==> src/rtl/atomrv_lsu_if.sv <==
// Core-side request/response and data-bus bundles for the AtomRV LSU.
// Latency: none, wires only.
// Backpressure: core side uses req_ready_o; the bus side stalls via d_ack_i.

interface atomrv_lsu_core_if #(
  parameter int XLEN   = 32,
  parameter int ADDR_W = 32
);
  logic              req_valid_i;
  logic              req_ready_o;
  logic              req_we_i;
  logic [1:0]        req_size_i;
  logic              req_unsigned_i;
  logic [ADDR_W-1:0] req_addr_i;
  logic [XLEN-1:0]   req_wdata_i;
  logic              resp_valid_o;
  logic [XLEN-1:0]   resp_rdata_o;
  logic [1:0]        resp_err_o;

  // Core side drives requests and consumes responses.
  modport master (
    output req_valid_i, req_we_i, req_size_i, req_unsigned_i, req_addr_i, req_wdata_i,
    input  req_ready_o, resp_valid_o, resp_rdata_o, resp_err_o
  );

  // LSU side accepts requests and produces responses.
  modport slave (
    input  req_valid_i, req_we_i, req_size_i, req_unsigned_i, req_addr_i, req_wdata_i,
    output req_ready_o, resp_valid_o, resp_rdata_o, resp_err_o
  );
endinterface

interface atomrv_lsu_dbus_if #(
  parameter int XLEN   = 32,
  parameter int ADDR_W = 32
);
  logic              d_cyc_o;
  logic              d_we_o;
  logic [ADDR_W-1:0] d_addr_o;
  logic [XLEN/8-1:0] d_sel_o;
  logic [XLEN-1:0]   d_data_o;
  logic [XLEN-1:0]   d_data_i;
  logic              d_ack_i;

  // LSU side issues bus cycles.
  modport master (
    output d_cyc_o, d_we_o, d_addr_o, d_sel_o, d_data_o,
    input  d_data_i, d_ack_i
  );

  // Memory side answers bus cycles.
  modport slave (
    input  d_cyc_o, d_we_o, d_addr_o, d_sel_o, d_data_o,
    output d_data_i, d_ack_i
  );
endinterface

==> src/rtl/atomrv_lsu.sv <==
// Load/store unit: lane steering, byte selects, load extension, misalign check, bus timeout.
// Latency: aligned access responds 2+N cycles after accept (N wait states); misaligned in 1.
// Backpressure: one request in flight, ready only in IDLE; responses are a one-cycle pulse.

module atomrv_lsu #(
  parameter int XLEN    = 32,
  parameter int ADDR_W  = 32,
  parameter int TIMEOUT = 255
) (
  input  logic              clk_i,
  input  logic              rst_n_i,
  atomrv_lsu_core_if.slave  core,
  atomrv_lsu_dbus_if.master dbus
);

  localparam int SEL_W = XLEN / 8;
  localparam int OFF_W = $clog2(SEL_W);
  localparam int CNT_W = $clog2(TIMEOUT + 1);

  typedef enum logic [1:0] {
    S_IDLE,
    S_BUS,
    S_RESP
  } state_t;

  state_t           state;
  logic [CNT_W-1:0] tmo_cnt;
  logic [1:0]       lat_size;
  logic             lat_uns;
  logic [OFF_W-1:0] lat_off;

  logic [OFF_W-1:0] req_off;
  logic             req_bad;
  logic [SEL_W-1:0] size_mask;
  logic [SEL_W-1:0] req_sel;
  logic [XLEN-1:0]  req_lane_data;
  logic [XLEN-1:0]  rd_shift;
  logic [XLEN-1:0]  rd_keep;
  logic             rd_sign;
  logic [XLEN-1:0]  load_ext;

  // Request decode: alignment check, byte-lane mask and write-data steering.
  always_comb begin
    req_off = core.req_addr_i[OFF_W-1:0];
    req_bad = 1'b0;
    size_mask = '0;
    case (core.req_size_i)
      2'b00: begin
        req_bad   = 1'b0;
        size_mask = SEL_W'(8'h01);
      end
      2'b01: begin
        req_bad   = core.req_addr_i[0];
        size_mask = SEL_W'(8'h03);
      end
      2'b10: begin
        req_bad   = |core.req_addr_i[1:0];
        size_mask = SEL_W'(8'h0F);
      end
      default: begin
        // Doubleword only exists on a 64-bit datapath.
        req_bad   = (XLEN == 32) || (|core.req_addr_i[2:0]);
        size_mask = SEL_W'(8'hFF);
      end
    endcase
    req_sel       = size_mask << req_off;
    req_lane_data = core.req_wdata_i << {req_off, 3'b000};
  end

  // Load return path: bring the addressed lane down, truncate, then extend.
  always_comb begin
    rd_shift = dbus.d_data_i >> {lat_off, 3'b000};
    rd_keep  = '1;
    rd_sign  = 1'b0;
    case (lat_size)
      2'b00: begin
        rd_keep = XLEN'(64'h0000_0000_0000_00FF);
        rd_sign = rd_shift[7];
      end
      2'b01: begin
        rd_keep = XLEN'(64'h0000_0000_0000_FFFF);
        rd_sign = rd_shift[15];
      end
      2'b10: begin
        rd_keep = XLEN'(64'h0000_0000_FFFF_FFFF);
        rd_sign = rd_shift[31];
      end
      default: begin
        rd_keep = '1;
        rd_sign = 1'b0;
      end
    endcase
    load_ext = (rd_shift & rd_keep) | ((rd_sign && !lat_uns) ? ~rd_keep : '0);
  end

  // Control FSM with all core and bus outputs registered.
  always_ff @(posedge clk_i or negedge rst_n_i) begin
    if (!rst_n_i) begin
      state             <= S_IDLE;
      tmo_cnt           <= '0;
      lat_size          <= 2'b00;
      lat_uns           <= 1'b0;
      lat_off           <= '0;
      core.req_ready_o  <= 1'b1;
      core.resp_valid_o <= 1'b0;
      core.resp_rdata_o <= '0;
      core.resp_err_o   <= 2'b00;
      dbus.d_cyc_o      <= 1'b0;
      dbus.d_we_o       <= 1'b0;
      dbus.d_addr_o     <= '0;
      dbus.d_sel_o      <= '0;
      dbus.d_data_o     <= '0;
    end else begin
      case (state)
        S_IDLE: begin
          if (core.req_valid_i) begin
            core.req_ready_o <= 1'b0;
            lat_size         <= core.req_size_i;
            lat_uns          <= core.req_unsigned_i;
            lat_off          <= req_off;
            if (req_bad) begin
              // Rejected requests never touch the bus.
              state             <= S_RESP;
              core.resp_valid_o <= 1'b1;
              core.resp_rdata_o <= '0;
              core.resp_err_o   <= 2'b01;
            end else begin
              state         <= S_BUS;
              tmo_cnt       <= '0;
              dbus.d_cyc_o  <= 1'b1;
              dbus.d_we_o   <= core.req_we_i;
              dbus.d_addr_o <= {core.req_addr_i[ADDR_W-1:OFF_W], {OFF_W{1'b0}}};
              dbus.d_sel_o  <= req_sel;
              dbus.d_data_o <= req_lane_data;
            end
          end
        end
        S_BUS: begin
          // An ack on the final timeout edge still completes normally.
          if (dbus.d_ack_i) begin
            state             <= S_RESP;
            core.resp_valid_o <= 1'b1;
            core.resp_rdata_o <= dbus.d_we_o ? '0 : load_ext;
            core.resp_err_o   <= 2'b00;
            dbus.d_cyc_o      <= 1'b0;
            dbus.d_we_o       <= 1'b0;
            dbus.d_sel_o      <= '0;
          end else begin
            tmo_cnt <= tmo_cnt + 1'b1;
            if (tmo_cnt == CNT_W'(TIMEOUT - 1)) begin
              state             <= S_RESP;
              core.resp_valid_o <= 1'b1;
              core.resp_rdata_o <= '0;
              core.resp_err_o   <= 2'b10;
              dbus.d_cyc_o      <= 1'b0;
              dbus.d_we_o       <= 1'b0;
              dbus.d_sel_o      <= '0;
            end
          end
        end
        S_RESP: begin
          state             <= S_IDLE;
          core.resp_valid_o <= 1'b0;
          core.req_ready_o  <= 1'b1;
        end
        default: begin
          state            <= S_IDLE;
          core.req_ready_o <= 1'b1;
        end
      endcase
    end
  end

endmodule

==> src/flat_wrapper.sv <==
// flat-port wrapper written by rule: the top's interface ports become plain ports
module atomrv_lsu_flat 
#(
  parameter int XLEN    = 32,
  parameter int ADDR_W  = 32,
  parameter int TIMEOUT = 255
)
  (clk_i, rst_n_i, core_req_valid_i, core_req_we_i, core_req_size_i, core_req_unsigned_i, core_req_addr_i, core_req_wdata_i, core_req_ready_o, core_resp_valid_o, core_resp_rdata_o, core_resp_err_o, dbus_d_cyc_o, dbus_d_we_o, dbus_d_addr_o, dbus_d_sel_o, dbus_d_data_o, dbus_d_data_i, dbus_d_ack_i);
  atomrv_lsu_core_if #(.XLEN(XLEN), .ADDR_W(ADDR_W)) core_i ();
  atomrv_lsu_dbus_if #(.XLEN(XLEN), .ADDR_W(ADDR_W)) dbus_i ();
  input  logic clk_i;
  input  logic rst_n_i;
  input wire logic [$bits(core_i.req_valid_i)-1:0] core_req_valid_i;
  input wire logic [$bits(core_i.req_we_i)-1:0] core_req_we_i;
  input wire logic [$bits(core_i.req_size_i)-1:0] core_req_size_i;
  input wire logic [$bits(core_i.req_unsigned_i)-1:0] core_req_unsigned_i;
  input wire logic [$bits(core_i.req_addr_i)-1:0] core_req_addr_i;
  input wire logic [$bits(core_i.req_wdata_i)-1:0] core_req_wdata_i;
  output wire logic [$bits(core_i.req_ready_o)-1:0] core_req_ready_o;
  output wire logic [$bits(core_i.resp_valid_o)-1:0] core_resp_valid_o;
  output wire logic [$bits(core_i.resp_rdata_o)-1:0] core_resp_rdata_o;
  output wire logic [$bits(core_i.resp_err_o)-1:0] core_resp_err_o;
  output wire logic [$bits(dbus_i.d_cyc_o)-1:0] dbus_d_cyc_o;
  output wire logic [$bits(dbus_i.d_we_o)-1:0] dbus_d_we_o;
  output wire logic [$bits(dbus_i.d_addr_o)-1:0] dbus_d_addr_o;
  output wire logic [$bits(dbus_i.d_sel_o)-1:0] dbus_d_sel_o;
  output wire logic [$bits(dbus_i.d_data_o)-1:0] dbus_d_data_o;
  input wire logic [$bits(dbus_i.d_data_i)-1:0] dbus_d_data_i;
  input wire logic [$bits(dbus_i.d_ack_i)-1:0] dbus_d_ack_i;
  assign core_i.req_valid_i = core_req_valid_i;
  assign core_i.req_we_i = core_req_we_i;
  assign core_i.req_size_i = core_req_size_i;
  assign core_i.req_unsigned_i = core_req_unsigned_i;
  assign core_i.req_addr_i = core_req_addr_i;
  assign core_i.req_wdata_i = core_req_wdata_i;
  assign core_req_ready_o = core_i.req_ready_o;
  assign core_resp_valid_o = core_i.resp_valid_o;
  assign core_resp_rdata_o = core_i.resp_rdata_o;
  assign core_resp_err_o = core_i.resp_err_o;
  assign dbus_d_cyc_o = dbus_i.d_cyc_o;
  assign dbus_d_we_o = dbus_i.d_we_o;
  assign dbus_d_addr_o = dbus_i.d_addr_o;
  assign dbus_d_sel_o = dbus_i.d_sel_o;
  assign dbus_d_data_o = dbus_i.d_data_o;
  assign dbus_i.d_data_i = dbus_d_data_i;
  assign dbus_i.d_ack_i = dbus_d_ack_i;
  atomrv_lsu #(.XLEN(XLEN), .ADDR_W(ADDR_W), .TIMEOUT(TIMEOUT)) u_core (.clk_i(clk_i), .rst_n_i(rst_n_i), .core(core_i), .dbus(dbus_i));
endmodule
==> config.mk <==
export PLATFORM = sky130hd
export DESIGN_NAME = atomrv_lsu_flat
export DESIGN_NICKNAME = d
export VERILOG_FILES = /design/src/rtl/atomrv_lsu_if.sv /design/src/rtl/atomrv_lsu.sv /design/src/flat_wrapper.sv
export SDC_FILE = /design/constraint.sdc
export NUM_CORES = 1
export LEC_CHECK = 0
export CAP_MARGIN = 25
export CORE_MARGIN = 5
export CORE_UTILIZATION = 45
export CTS_CLUSTER_SIZE = 20
export DETAILED_ROUTE_END_ITERATION = 8
export PLACE_DENSITY = 0.86
export SLEW_MARGIN = 5
export SYNTH_ARGS = -nofsm -noshare
export SYNTH_HDL_FRONTEND = slang
export SYNTH_SLANG_ARGS = --single-unit
==> constraint.sdc <==
create_clock -name clk_i -period 2.16 [get_ports clk_i]
set_clock_uncertainty 0.2 [all_clocks]
set_input_delay 0.216 -clock clk_i [delete_from_list [all_inputs] [get_ports clk_i]]
set_output_delay 0.216 -clock clk_i [all_outputs]
set_load 0.01 [all_outputs]
==> results of run 1 <==
repair_timing:
action	in CTS	in global routing
hold endpoints to repair	119	0
endpoints found under the setup margin	16	0
hold buffers	1	0
buffers inserted	1	0
layout by cell type (no fill, tap or decap), drive strengths merged, types with 5 or more instances in the layout:
cell and instances:
a211oi 8, buf 43, nand3 11, mux2i 32, mux2 23, inv 5
nand2 151, clkbuf 25, nor2b 11, or3 5, o2bb2ai 10, a22o 28
o21ai 36, nor2 15, a21o 5, clkdlybuf4s50 206, o31ai 13, dfrtp 118
a21oi 33
worst paths after layout:
| path | startpoint | endpoint | slack (ps) | depth (start not counted) |
|---|---|---|---|---|
| worst max-delay path | u_core.tmo_cnt[0] | u_core.core.resp_rdata_o[10] | 130 | 7 |
| worst min-delay path | rst_n_i | u_core.core.resp_rdata_o[29] | 120 | 2 |
| worst max register to register | u_core.tmo_cnt[0] | u_core.core.resp_rdata_o[10] | 130 | 7 |
| worst min register to register | u_core.dbus.d_data_o[2] | u_core.dbus.d_data_o[2] | 270 | 2 |
| max in group asynchronous | rst_n_i | u_core.lat_off[0] | 1040 | 3 |
| min in group clk_i | core_req_addr_i[3] | u_core.dbus.d_addr_o[3] | 130 | 3 |
area by class of cell:
class / instances / area share (%)
clock buffers: 25 / 5.89
inverters: 5 / 0.210
multi-input cells: 413 / 28.6
repair buffers: 250 / 28.0
well taps: 172 / 2.41
flip-flops and latches: 119 / 33.4
clock inverters: 6 / 1.51
kinds of logic (layout without fill, tap and decap cells):
kind of cell,count (synthesis),in the layout
multiplexers,56,56
AO/OA/AOI/OAI,144,144
adder cells (fa/ha/maj),2,2
flip-flops,119,119
AND/OR/NAND/NOR,209,209
other,1,2
buffers and inverters,45,286
metal layers:
metal / vias up / track usage, % / wire length [um]
met5: - / 0 / 0
met3: 56 / 8.57 / 1800
li1: 2490 / - / -
met1: 2617 / 27.6 / 6760
met2: 268 / 40.2 / 8650
met4: 0 / 10.8 / 601
registers in the layout, indices dropped and copies added, names as in the netlist:
name and cells:
u_core.core.resp_err_o 2, u_core.core.req_ready_o 1, u_core.dbus.d_cyc_o 1, u_core.lat_off 2, u_core.state 2, u_core.tmo_cnt 8, u_core.lat_uns 1, u_core.dbus.d_addr_o 30
u_core.lat_size 2, u_core.dbus.d_sel_o 4, u_core.core.resp_valid_o 1, u_core.dbus.d_we_o 1, u_core.dbus.d_data_o 32, u_core.core.resp_rdata_o 32
power by group:
part	switching, mW	internal (mW)
Sequential	0.507	2.96
Clock	0.968	2.14
Combinational	1.77	2.16
Total	3.25	7.26
per-stage QoR:
stage / instance area (um2) / setup slack [ps] / hold slack [ps]
after floorplan: 5730 / 187 / -280
after global placement: 8230 / -164 / 5.55
after detailed placement: 8230 / -280 / 10.5
after CTS: 8920 / 133 / 114
after global routing: 8920 / 15.9 / 120
final: 8920 / 132 / 123
worst register-to-register path: cells and delay by family, from the launching register on:
| kind | cells | cell delay [ps] |
|---|---|---|
| compound gates | 3 | 760 |
| fa+ha+maj | 1 | 150 |
| buf+inv | 2 | 310 |
| flops | 1 | 410 |
| simple gates | 1 | 80 |
==> results.py, run 1 <==
metrics = {
    "run_status": {
        "outcome": "finished clean",
    },
    "timing": {
        "rsz0062_at_grt": "false",
        "period_share_pct": 93.9,
        "clock.fmax_ghz": 0.493,
        "relSlewSlack_pct": 55.6,
        "slew_violations": 0,
        "hold_violations": 0,
        "tightest_slew_ps": 664,
        "tns_ps": 0,
        "fin_crit_ps": 2030,
        "finalSetupViolCount": 0,
    },
    "power_and_ir_drop": {
        "power_per_cell_area_nw_per_um2": 1180,
        "power_mw": 10.5,
        "peakVddDrop_mv": 0.590,
        "p_leak_nw": 4.01,
    },
    "clocking": {
        "cts_resized": 0,
        "cts-htree-levels": 4,
        "clk_pin_slew_worst_paths_ps": 50,
        "worst_skew_pair.late_latency_ps": 410,
        "root_buffer": "clkbuf_16",
        "cts_tree": "yes",
        "cts_buffers": 17,
        "cts.sinks": 119,
        "cts.path.max_buffers": 2,
    },
    "flow_run": {
        "maxCapViolCount": 0,
    },
    "synthesis": {
        "yosysSeqAreaShare_pct": 52.0,
        "ys_ff_latch": 119,
        "synth_mux_area_share_pct": 10.5,
        "synth_fa_ha_area_share_pct": 0.437,
        "syn_area_per_cell_um2": 9.95,
        "synthDistinctLibCells": 49,
        "ys_warn_count": 0,
        "yosysTopAreaCell": "dfrtp_1",
        "synthTopCellsByCount": "nand2_1 (151), dfrtp_1 (118), o21ai_0 (35)",
        "yosys.cell_count.top_type": "nand2_1",
        "netlist_instances": 576,
        "synth_top_family_by_area": "compound AO/OA/AOI/OAI gates",
        "synth_compound_area_share_pct": 17.5,
        "yosys.area_share.simple_pct": 15.7,
        "synth_xor_area_share_pct": 0,
        "synth_edf_count": 0,
        "synthFlopType": "dfrtp_1",
        "syn_area_um2": 5730,
        "synth_top_cells_by_area": "dfrtp_1 (52%), nand2_1 (9.9%), mux2i_1 (5.6%)",
        "async_flop_share_pct": 100,
        "yosysTopAreaCellShare_pct": 51.5,
    },
    "cells_and_area": {
        "fill_cells": 901,
        "final_layout_size_suffix_gt1_share_pct": 13.0,
        "final_util_pct": 71.0,
        "instances_no_fill": 990,
        "n_antenna_cell": 0,
        "area_growth_pct": 55.7,
        "finalNetCount": 912,
        "multi_input_area_um2": 2550,
        "regArea_um2": 2980,
    },
    "critical_path": {
        "crit_path_top_delay_cell": "dfrtp_1",
        "start_kind": "flop",
        "cpPeakStageDelay_ps": 410,
        "cp-end-kind": "flop",
        "worstPathRequired_ps": 2260,
        "crit_family": "compound AO/OA/AOI/OAI gates",
        "crit_arrival_ps": 2130,
        "worst-setup-path-type": "reg -> reg",
        "path_cells": "inv_1 > ha_1 > nand3_1 > o211ai_2 > o2111ai_2 > buf_12 > a22o_1",
        "critical_path_buf_inv_count": 2,
        "crit_fanout": 34,
    },
    "route": {
        "via_per_inst": 5.49,
        "wl_per_cell_um": 18.0,
        "via_count": 5431,
        "drt_first_pass_iters": 7,
        "drt_first_iter_violations": 677,
        "remaining_drc_errors": 0,
        "antenna_left": 0,
        "drt-total-wl_um": 17800,
    },
    "place": {
        "port_buffers": 207,
        "gp_congestion": 0.934,
        "dp_cells": 957,
        "dpl.hpwl_um": 13200,
    },
    "floorplan": {
        "dieArea_um2": 15100,
        "rows": 41,
        "fp.coreArea_um2": 12600,
        "dieHeight_um": 123,
        "ios": 210,
        "start_util_pct": 45.6,
        "die_x_um": 123,
    },
    "grt": {
        "grt.total_usage_pct": 24.0,
        "grt_max_degree": 45,
        "grt_pass1_vias": 5632,
        "grt.overflow.total": 0,
        "antenna_found_initial": 0,
        "grt_first_pass_wirelength_um": 28200,
    },
    "min_path": {
        "hp-class": "in -> async",
    },
}
Power figures use the tool's default switching activity.
==> run 2, diff against run 1 <==
--- a/config.mk
+++ b/config.mk
@@ -10,6 +10,7 @@
 export CORE_UTILIZATION = 45
 export CTS_CLUSTER_SIZE = 20
 export DETAILED_ROUTE_END_ITERATION = 8
+export GPL_TIMING_DRIVEN = 0
 export PLACE_DENSITY = 0.86
 export SLEW_MARGIN = 5
 export SYNTH_ARGS = -nofsm -noshare
==> run 2 against run 1 <==
Against the previous run:
- design area decreased by 1.7%
- worst setup slack got worse by 82 ps
- sequential power barely moved
- clock-buffer cell count increased by 2
- critical path depth is 2 lower
- clock power is 14% lower
- fmax shrank 3.9%
- first-iteration DRC count down 32%
- via count increased by 1.7%
- register-to-register slack got worse by 70 ps
- highest routed layer unchanged
==> results.py, run 2 (synthesized netlist as in run 1, its figures left out) <==
metrics = {
    "clocking": {
        "cts_buffers": 17,
        "cts_tree": "yes",
        "cts.path.max_buffers": 2,
        "worst_skew_pair.late_latency_ps": 410,
        "cts.sinks": 119,
        "clk_pin_slew_worst_paths_ps": 50,
        "cts-htree-levels": 4,
        "root_buffer": "clkbuf_16",
    },
    "critical_path": {
        "r2r_end": "u_core.core.resp_rdata_o[9]",
        "r2r_slack_ps": 60,
        "critical_path_buf_inv_count": 3,
        "start_kind": "input pin",
        "cpPeakStageDelay_ps": 570,
        "cp-end-kind": "flop",
        "crit_path_top_delay_cell": "clkdlybuf4s50_1",
        "r2r_cells": 7,
        "crit_fanout": 10,
        "crit_arrival_ps": 2200,
        "crit_family": "buffers and inverters",
        "path_cells": "clkdlybuf4s50_1 > clkbuf_1 > buf_1 > a21oi_1 > mux2_2",
        "worstPathRequired_ps": 2250,
        "worst-setup-path-type": "in -> reg",
        "reg2reg_from": "u_core.tmo_cnt[0]",
    },
    "place": {
        "place_area_um2": 8050,
        "dp_cells": 957,
        "dpl.hpwl_um": 14200,
        "dp_slack_ps": -541,
        "port_buffers": 207,
        "gp_congestion": 0.935,
    },
    "floorplan": {
        "rows": 41,
        "fp.coreArea_um2": 12600,
        "dieArea_um2": 15100,
        "start_util_pct": 45.6,
        "die_x_um": 123,
        "dieHeight_um": 123,
        "ios": 210,
    },
    "route": {
        "drt_first_iter_violations": 459,
        "wl_per_cell_um": 19.1,
        "drt_first_pass_iters": 5,
        "antenna_left": 0,
        "via_per_inst": 5.53,
        "via_count": 5522,
        "drt-total-wl_um": 19100,
        "remaining_drc_errors": 0,
    },
    "timing": {
        "tightest_slew_ps": 727,
        "tns_ps": 0,
        "hold_violations": 0,
        "finalSetupViolCount": 0,
        "clock.fmax_ghz": 0.474,
        "slew_violations": 0,
        "relSlewSlack_pct": 51.4,
        "fin_crit_ps": 2110,
        "period_share_pct": 97.7,
        "fin_ws_ps": 49.9,
    },
    "grt": {
        "antenna_found_initial": 0,
        "grt_max_degree": 94,
        "grt_pass1_vias": 5771,
        "grt_first_pass_wirelength_um": 29700,
        "grt.overflow.total": 0,
        "grt.total_usage_pct": 25.2,
    },
    "cells_and_area": {
        "final_cell_mix": "clkdlybuf4s50_1 (206), nand2_1 (151), dfrtp_1 (118), o21ai_0 (35)",
        "layout_commonest_cell": "clkdlybuf4s50_1",
        "instances_no_fill": 998,
        "area_growth_pct": 53.1,
        "multi_input_area_um2": 2590,
        "post-route-cell-area_um2": 8770,
        "final_layout_size_suffix_gt1_share_pct": 11.6,
        "regArea_um2": 2980,
        "reg.largest.list": "u_core.core.resp_rdata_o: 32 flops, u_core.dbus.d_data_o: 32 flops, u_core.dbus.d_addr_o: 30 flops",
        "fill_cells": 932,
        "finalNetCount": 921,
        "n_antenna_cell": 0,
        "final_util_pct": 69.8,
    },
    "power_and_ir_drop": {
        "peakVddDrop_mv": 0.601,
        "p_leak_nw": 3.93,
        "power_per_cell_area_nw_per_um2": 1150,
    },
    "min_path": {
        "hp-class": "in -> async",
    },
    "run_status": {
        "outcome": "finished clean",
    },
    "flow_run": {
        "maxCapViolCount": 0,
    },
}
-- run 2: cell count changes in the layout (fill, tap and decap cells not counted), sizes merged --
cell	change
clkinv	+2
clkbuf	+19
buf	-8
clkinvlp	-2
bufinv	-3
-- run 2: routing by layer --
| metal | part of all wire, % | GRT usage (%) | up-vias |
|---|---|---|---|
| met5 | 0 | 0 | - |
| met4 | 3.1 | 10.1 | 0 |
| li1 | - | - | 2505 |
| met1 | 38 | 30.5 | 2635 |
| met3 | 10 | 8.11 | 61 |
| met2 | 49 | 41.5 | 321 |
-- run 2: worst reg2reg max path, stage by stage, from the launching register on --
cell       delay, ps
dfrtp_1          370
inv_1             90
ha_1             150
nand3_1          120
o211ai_4         290
o2111ai_4        290
buf_4            230
a22o_1           230
-- run 2: repair_timing --
action / in CTS / in global routing
gates resized for setup: 6 / 21
buffers inserted: 3 / 6
pin swaps: 2 / 2
hold endpoints to repair: 118 / 0
hold buffers: 1 / 0
endpoints found under the setup margin: 96 / 51
gates cloned: 0 / 1
-- run 2: cell type report --
cell class                 count  share of cell area (%)
tap                          172                    2.45
timing repair buffer         219                    25.0
buffer                        40                    2.58
clock inverter                 3                   0.456
sequential                   119                    34.0
clock buffer                  27                    5.85
multi-input combinational    413                    29.5
inverter                       5                   0.214
-- run 2: power by group --
part	switching (mW)	total [mW]	leakage [nW]	internal (mW)
Combinational	1.85	3.99	2.12	2.14
Sequential	0.479	3.44	1.53	2.96
Clock	0.939	2.66	0.273	1.72
-- run 2: how the worst max path moves through the flow --
stage                        from                           end  slack (ps)  depth (start not counted)
3_3_place_gp              rst_n_i       u_core.dbus.d_addr_o[2]       -3830                          1
5_1_grt         u_core.tmo_cnt[0]  u_core.core.resp_rdata_o[25]         -30                          7
2_1_floorplan     u_core.state[1]      u_core.dbus.d_data_o[24]         190                          5
6_report       core_req_addr_i[0]      u_core.dbus.d_data_o[24]          50                          5
3_5_place_dp   core_req_addr_i[1]        u_core.dbus.d_sel_o[3]        -540                          6
4_1_cts           u_core.state[0]        u_core.dbus.d_sel_o[0]         -10                          4
-- run 2: metrics by stage --
stage          total power, mW  hold slack (ps)
2_1_floorplan             5.16             -280
3_3_place_gp              7.19              253
3_5_place_dp              7.31            -98.1
4_1_cts                   10.1             48.8
5_1_grt                   10.6             65.6
6_report                  10.1             45.7
==> run 3, diff against run 2 <==
--- a/config.mk
+++ b/config.mk
@@ -11,7 +11,7 @@
 export CTS_CLUSTER_SIZE = 20
 export DETAILED_ROUTE_END_ITERATION = 8
 export GPL_TIMING_DRIVEN = 0
-export PLACE_DENSITY = 0.86
+export PLACE_DENSITY_LB_ADDON = 0.25
 export SLEW_MARGIN = 5
 export SYNTH_ARGS = -nofsm -noshare
 export SYNTH_HDL_FRONTEND = slang
==> run 3 against run 2 <==
Against the previous run:
- cell count shrank 0.30%
- worst hold slack improved by 23 ps
- combinational power fell by 2%
- critical path type is now reg -> reg
- first-iteration DRC count decreased by 12%
- non-clock buffer count down 5
- flip-flop and latch count stayed put
- worst setup slack improved by 22 ps
- register-to-register slack hardly changed
- design area rose by 0.36%
- total power grew 2.9%
- clock power increased by 14%
- sequential power about the same
==> results.py, run 3 (synthesized netlist as in run 1, its figures left out) <==
metrics = {
    "timing": {
        "fin_worst_hold_slack_ps": 69.2,
        "relSlewSlack_pct": 54.5,
        "fin_crit_ps": 2090,
        "clock.fmax_ghz": 0.479,
        "hold_violations": 0,
        "slew_violations": 0,
        "tightest_slew_ps": 683,
        "fin_ws_ps": 72.3,
        "finalSetupViolCount": 0,
        "period_share_pct": 96.7,
    },
    "cells_and_area": {
        "finalNetCount": 916,
        "final_cell_mix": "clkdlybuf4s50_1 (206), nand2_1 (151), dfrtp_1 (118), o21ai_0 (35)",
        "n_antenna_cell": 0,
        "final_layout_size_suffix_gt1_share_pct": 11.5,
        "post-route-cell-area_um2": 8800,
        "area_growth_pct": 53.6,
        "instances_no_fill": 995,
        "final_util_pct": 70.1,
        "reg.largest.list": "u_core.core.resp_rdata_o: 32 flops, u_core.dbus.d_data_o: 32 flops, u_core.dbus.d_addr_o: 30 flops",
        "layout_commonest_cell": "clkdlybuf4s50_1",
    },
    "clocking": {
        "clk_pin_slew_worst_paths_ps": 50,
        "worst_skew_pair.late_latency_ps": 410,
        "cts.path.max_buffers": 2,
        "cts-htree-levels": 4,
        "cts.sinks": 119,
        "cts_buffers": 17,
        "root_buffer": "clkbuf_16",
        "cts_tree": "yes",
    },
    "floorplan": {
        "die_x_um": 123,
        "dieHeight_um": 123,
        "rows": 41,
        "ios": 210,
        "fp.coreArea_um2": 12600,
        "start_util_pct": 45.6,
        "dieArea_um2": 15100,
    },
    "place": {
        "gp_congestion": 0.950,
        "dp_cells": 957,
        "place_area_um2": 8050,
        "dp_slack_ps": -484,
        "port_buffers": 207,
        "dpl.hpwl_um": 13600,
    },
    "grt": {
        "grt.total_usage_pct": 24.7,
        "grt_first_pass_wirelength_um": 28700,
        "grt_pass1_vias": 5482,
        "antenna_found_initial": 0,
        "grt_max_degree": 85,
        "grt.overflow.total": 0,
    },
    "flow_run": {
        "maxCapViolCount": 0,
    },
    "critical_path": {
        "reg2reg_from": "u_core.tmo_cnt[0]",
        "crit_fanout": 10,
        "worst-setup-path-type": "reg -> reg",
        "startpoint": "u_core.tmo_cnt[0]",
        "crit_arrival_ps": 2180,
        "start_kind": "flop",
        "worstPathRequired_ps": 2260,
        "cp-end-kind": "flop",
    },
    "route": {
        "wl_per_cell_um": 18.2,
        "drt_first_iter_violations": 403,
        "drt_first_pass_iters": 5,
        "antenna_left": 0,
        "via_count": 5329,
        "drt-total-wl_um": 18100,
        "remaining_drc_errors": 0,
        "via_per_inst": 5.36,
    },
    "run_status": {
        "outcome": "finished clean",
    },
    "power_and_ir_drop": {
        "p_leak_nw": 3.94,
        "power_per_cell_area_nw_per_um2": 1180,
        "peakVddDrop_mv": 0.650,
    },
    "min_path": {
        "hp-class": "in -> async",
    },
}
run 3: path summary, 6_finish.rpt:
kind / endpoint / slack [ps] / depth (start not counted)
worst max-delay path: u_core.core.resp_err_o[1] / 70 / 7
worst min-delay path: u_core.dbus.d_data_o[9] / 70 / 2
worst max register to register: u_core.core.resp_err_o[1] / 70 / 7
worst min register to register: u_core.dbus.d_data_o[5] / 270 / 2
max in group asynchronous: u_core.tmo_cnt[4] / 970 / 3
min in group clk_i: u_core.dbus.d_addr_o[21] / 130 / 3
run 3: what timing repair did:
item,in CTS,in global routing
resized for setup,5,10
hold buffers,1,0
pin swaps,2,1
setup buffers,3,2
hold endpoints to repair,119,0
endpoints found under the setup margin,100,81
run 3: power breakdown:
group	switching, mW	total [mW]	internal, mW
registers	0.460	3.42	2.96
clock network	0.963	3.04	2.08
logic	1.82	3.92	2.10
total	3.25	10.4	7.14
run 3: per-layer routing:
metal / routed length [um] / global-route usage [%] / vias to the layer above
met5: 0 / 0 / -
met3: 1580 / 8.89 / 36
li1: - / - / 2498
met1: 7530 / 31.5 / 2578
met2: 8480 / 38.6 / 217
met4: 497 / 8.96 / 0
run 3: cell type report:
cell class,instances,area (um2)
repair buffers,214,2150
clock inverters,8,143
multi-input cells,413,2590
fillers,945,3760
well taps,172,215
plain buffers,40,210
inverters,5,18.8
clock buffers,24,502
flip-flops and latches,119,2980
run 3: metrics by stage:
step	setup TNS (ps)	power [mW]
2_1_floorplan	0	5.16
3_3_place_gp	-497210	7.20
3_5_place_dp	-39150	7.30
4_1_cts	0	10.4
5_1_grt	-157	11.0
6_report	0	10.4
run 3: critical path, stage by stage (launching register included):
cell       delay, ps
dfrtp_1          410
inv_1            100
ha_1             150
nand3_1          120
o211ai_4         280
o2111ai_4        230
buf_2            260
a32o_1           230
